$ cat src/rtl/step_sequencer.sv
// Step sequencer: turns up/down/load requests into fixed-width pulses with an
// enforced low gap, and tracks the counter value it expects those pulses to produce.
module step_sequencer #(
  parameter int unsigned WIDTH        = 16,
  parameter int unsigned PULSE_CYCLES = 5,
  parameter int unsigned GAP_CYCLES   = 10
) (
  input  logic             clk,
  input  logic             reset_n,
  input  logic             req_up,
  input  logic             req_dn,
  input  logic             req_load,
  input  logic [WIDTH-1:0] preload,
  input  logic [WIDTH-1:0] increment,
  output logic             clk_up,
  output logic             clk_dn,
  output logic             cnt_reset,
  output logic             busy,
  output logic             overrun,
  output logic [WIDTH-1:0] shadow_count
);

  typedef enum logic [2:0] {IDLE, LOAD, UP, DN, GAP} state_t;

  localparam logic [7:0] PULSE_LAST = 8'(PULSE_CYCLES - 1);
  localparam logic [7:0] GAP_LAST   = 8'(GAP_CYCLES - 1);

  state_t     state, next_state;
  logic [7:0] cnt, cnt_next;
  logic       pend_up, pend_dn, pend_load, last_dn;
  logic       start_up, start_dn, start_load;
  logic       clk_up_next, clk_dn_next, cnt_reset_next, busy_next;

  always_ff @(posedge clk or negedge reset_n) begin
    if (!reset_n) begin
      state <= IDLE;
      cnt   <= '0;
    end else begin
      state <= next_state;
      cnt   <= cnt_next;
    end
  end

  always_comb begin
    next_state = state;
    cnt_next   = cnt;
    start_up   = 1'b0;
    start_dn   = 1'b0;
    start_load = 1'b0;
    case (state)
      IDLE: begin
        // Load beats steps; with both directions pending, alternate from the last served.
        if (pend_load) begin
          next_state = LOAD;
          cnt_next   = PULSE_LAST;
          start_load = 1'b1;
        end else if (pend_up && (!pend_dn || last_dn)) begin
          next_state = UP;
          cnt_next   = PULSE_LAST;
          start_up   = 1'b1;
        end else if (pend_dn) begin
          next_state = DN;
          cnt_next   = PULSE_LAST;
          start_dn   = 1'b1;
        end
      end
      LOAD, UP, DN: begin
        if (cnt == '0) begin
          next_state = GAP;
          cnt_next   = GAP_LAST;
        end else begin
          cnt_next = cnt - 8'd1;
        end
      end
      GAP: begin
        if (cnt == '0) next_state = IDLE;
        else           cnt_next   = cnt - 8'd1;
      end
      default: next_state = IDLE;
    endcase
  end

  always_comb begin
    clk_up_next    = (next_state == UP);
    clk_dn_next    = (next_state == DN);
    cnt_reset_next = (next_state == LOAD);
    busy_next      = (next_state != IDLE);
  end

  always_ff @(posedge clk or negedge reset_n) begin
    if (!reset_n) begin
      clk_up    <= 1'b0;
      clk_dn    <= 1'b0;
      cnt_reset <= 1'b0;
      busy      <= 1'b0;
    end else begin
      clk_up    <= clk_up_next;
      clk_dn    <= clk_dn_next;
      cnt_reset <= cnt_reset_next;
      busy      <= busy_next;
    end
  end

  // A request landing on the same edge its flag is consumed re-arms the flag
  // for a further pulse rather than counting as an overrun.
  always_ff @(posedge clk or negedge reset_n) begin
    if (!reset_n) begin
      pend_up      <= 1'b0;
      pend_dn      <= 1'b0;
      pend_load    <= 1'b0;
      last_dn      <= 1'b1;
      overrun      <= 1'b0;
      shadow_count <= '0;
    end else begin
      if (req_load) begin
        pend_load <= 1'b1;
        pend_up   <= 1'b0;
        pend_dn   <= 1'b0;
      end else begin
        if (start_load) pend_load <= 1'b0;
        if (req_up) begin
          pend_up <= 1'b1;
          if (pend_up && !start_up) overrun <= 1'b1;
        end else if (start_up) begin
          pend_up <= 1'b0;
        end
        if (req_dn) begin
          pend_dn <= 1'b1;
          if (pend_dn && !start_dn) overrun <= 1'b1;
        end else if (start_dn) begin
          pend_dn <= 1'b0;
        end
      end
      if (start_load) shadow_count <= preload;
      if (start_up) begin
        shadow_count <= shadow_count + increment;
        last_dn      <= 1'b0;
      end
      if (start_dn) begin
        shadow_count <= shadow_count - increment;
        last_dn      <= 1'b1;
      end
    end
  end

endmodule

$ cat config.mk
export PLATFORM = sky130hd
export DESIGN_NAME = step_sequencer
export DESIGN_NICKNAME = d
export VERILOG_FILES = /design/src/rtl/step_sequencer.sv
export SDC_FILE = /design/constraint.sdc
export NUM_CORES = 1
export LEC_CHECK = 0
export BUFFER_PORTS_ARGS = -buffer_cell sky130_fd_sc_hd__buf_2
export CAP_MARGIN = 10
export CORE_MARGIN = 1
export CORE_UTILIZATION = 50
export CTS_CLUSTER_SIZE = 20
export DETAILED_ROUTE_END_ITERATION = 10
export PLACE_DENSITY = 0.8
export SYNTH_ARGS = -nofsm -noshare
export SYNTH_HDL_FRONTEND = slang
export SYNTH_SLANG_ARGS = --single-unit
export TNS_END_PERCENT = 50
$ cat constraint.sdc
create_clock -name clk -period 3.7 [get_ports clk]
set_input_delay 0 -clock clk [delete_from_list [all_inputs] [get_ports clk]]
set_output_delay 0 -clock clk [all_outputs]
set_load 0.005 [all_outputs]
==> impl_metrics.yaml <==
status:
  status: "completed"
global_route:
  grt_pass1_wl_mm: 16.0
  antenna_found_initial: 0
  use_met2: 0.471
  busiest_layer: "met2"
  grt_overflow: 0
  gr-usage-met3: 0.0366
  met1_usage: 0.360
  grt_pass1_vias: 3258
  grt_max_degree: 37
  track_usage: 0.274
synthesis:
  synth_nets: 505
  syn_inst: 435
  synth_area_sq_mm: 0.00351
  async_reset_ff_frac: 1.00
  yosys_warnings: 0
  ys_types: 66
  yosysSeqAreaShare: 0.257
  synth_area_per_cell_sq_um: 8.06
  synth_edf_count: 0
  synth_ff_type: "dfrtp_1"
  ys_ff_latch: 36
clock_network:
  cts_tree: "yes"
  cts.sinks: 36
  clk_pin_slew_ps: 90
  cts_htree_levels: 2
  postCtsSetupBuffers: 0
  cts_root_buf: "clkbuf_8"
  clk_latency_ps: 310
  cts_buffer_depth: 2
  cts_made_buffers: 5
routing:
  wirelength_mm: 9.56
  dr.pass1.iters: 5
  wl_per_cell_microns: 16.2
  drtIter0Drc: 156
  route.vias.total: 3493
  drc_errors: 0
  routed_via_density: 5.93
  detail-route-antenna-nets: 0
timing:
  fin_hold_ws_ps: 29.0
  finalMaxSlewViolations: 0
  hold_viol: 0
  fmax_ghz: 0.343
  fin_worst_skew_ps: 14.1
  period_minus_slack_ps: 2920
  setup_viol: 0
  finalSetupTns_ps: 0
  slew_headroom: 0.381
  rsz0062_at_grt: "no"
  worst_slew_pin_slew_ps: 929
  period_share: 0.788
  setup_ws_ps: 783
finish:
  drive_gt1_frac: 0.168
  final_util: 0.599
  syn2layout_area_growth_pct: 16.1
  seqCellArea_sq_um: 902
  multi_input_comb_area_sq_mm: 0.00238
  final_nets: 562
  design_area_sq_mm: 0.00407
  most-common-layout-cells: "buf_2, a21oi_1, nor2_1, dfrtp_1"
  stdcell_count: 589
  final_common_cell: "buf_2"
  final.fill_count: 635
  diodes: 0
worst_setup_path:
  end_kind: "flip-flop"
  critPathMaxFanout: 5
  critPathKind: "reg2reg"
  required_ps: 3870
  worstPathArrival_ps: 3080
  cp-start-kind: "flip-flop"
power:
  finalPower_mw: 3.24
  p_leak_nw: 1.82
  powerDensity_mw_per_mm2: 796
  ir_worst_vdd_mv: 0.366
placed_design:
  dp_worst_setup_slack_ps: 860
  gp_congestion: 0.942
  port_buffers: 57
  dp_hpwl_mm: 7.12
  dpl_cell_area_sq_mm: 0.00384
  placedCellCount: 570
die:
  num_io_pins: 58
  initial_core_util: 0.516
  die_y_microns: 85.7
  dieWidth_microns: 85.7
  core-area_sq_mm: 0.00679
  rows: 30
  dieArea_sq_mm: 0.00735
hold_path:
  min_path_type: "in2reg"
flow_run:
  maxCapViolCount: 0
## logic make-up (layout without fill, tap and decap cells)
logic type                 count (synthesis)  after routing  synth area share
muxes                                      8              8            0.0228
buffers and inverters                     53            111            0.0625
and+or+nand+nor                          133            133             0.197
DFF                                       36             36             0.257
xor gates and xnor gates                  17             17            0.0425
AOI/OAI and AO/OA                        155            155             0.296
adders and majority gates                 33             33             0.122
## layout make-up
type / instances / share of cell area
Inverter: 30 / 0.0283
Multi-Input combinational cell: 346 / 0.586
Tap cell: 96 / 0.0295
Timing Repair Buffer: 73 / 0.106
Clock inverter: 3 / 0.0114
Sequential cell: 36 / 0.222
Clock buffer: 5 / 0.0169
## worst max-delay path, cell delays in order, from the launching register on
cell and delay [ps]:
dfrtp_1 420, ha_1 220, fa_1 410, nor2b_1 160, o21ai_0 280, a21boi_1 170, a2111oi_0 640, mux2i_1 170
a32oi_1 220, o21ai_1 80
## power breakdown
group | internal (mW) | leakage [nW] | total [mW] | switching, mW
Combinational | 0.879 | 1.33 | 2.10 | 1.23
Clock | 0.203 | 0.0548 | 0.382 | 0.179
Sequential | 0.563 | 0.432 | 0.754 | 0.191
## synthesized netlist by cell type, types with 2 or more instances
master     instances  area share
a2111oi_0          3      0.0075
a211o_1            6       0.015
a211oi_1           6       0.013
a21boi_0           5       0.011
a21o_1             4      0.0086
a21oi_1           37       0.053
a221oi_1           3      0.0075
a22oi_1            2      0.0043
a31oi_1            4      0.0071
a32oi_1            7       0.017
a41oi_1            2      0.0050
and2_1             3      0.0054
and3_1             3      0.0054
buf_2              8       0.011
clkbuf_1          14       0.015
dfrtp_1           35        0.25
fa_1               2       0.011
ha_1              31        0.11
inv_1             29       0.031
mux2i_1            8       0.023
nand2_1           28       0.030
nand2b_1          14       0.025
nand3_1            7       0.010
nand3b_1           2      0.0043
nand4_1            3      0.0054
nor2_1            35       0.037
nor2b_1           11       0.020
nor3_1            10       0.014
nor3_2             3      0.0086
nor4_1             3      0.0054
o2111ai_1          2      0.0050
o211ai_1           4      0.0086
o21ai_0           31       0.044
o21ai_1            8       0.011
o21bai_1           3      0.0064
o221ai_1           5       0.012
o22a_1             2      0.0050
o31ai_1            5       0.011
or3_1              5      0.0089
xnor2_1           15       0.037
xor2_1             2      0.0050
## metal layers
| layer | share of wire | wire [microns] | vias to the layer above |
|---|---|---|---|
| li1 | - | - | 1703 |
| met1 | 0.45 | 4310 | 1660 |
| met2 | 0.47 | 4530 | 111 |
| met3 | 0.052 | 496 | 19 |
| met4 | 0.023 | 219 | 0 |
| met5 | 0 | 0 | - |
## worst paths after layout
kind	depth (start not counted)	start	slack (ps)	to
max	9	shadow_count[0]	780	shadow_count[14]
min	3	req_dn	30	overrun
max reg2reg	9	shadow_count[0]	780	shadow_count[14]
min reg2reg	2	last_dn	480	last_dn
max in group asynchronous	2	reset_n	2830	cnt[2]
min in group asynchronous	2	reset_n	320	shadow_count[10]
## state kept, by name, indices dropped and copies added, names as in the netlist
name,count
state,3
pend_load,1
last_dn,1
busy,1
cnt,8
overrun,1
clk_up,1
pend_dn,1
pend_up,1
shadow_count,16
clk_dn,1
cnt_reset,1
## repair_timing
| item | 4_1_cts | 5_1_grt |
|---|---|---|
| resized for setup | 0 | 0 |
| setup endpoints to repair | 0 | 0 |
| endpoints found under the hold margin | 46 | 0 |
| hold buffers | 11 | 0 |
(Power assumes the default switching activity.)
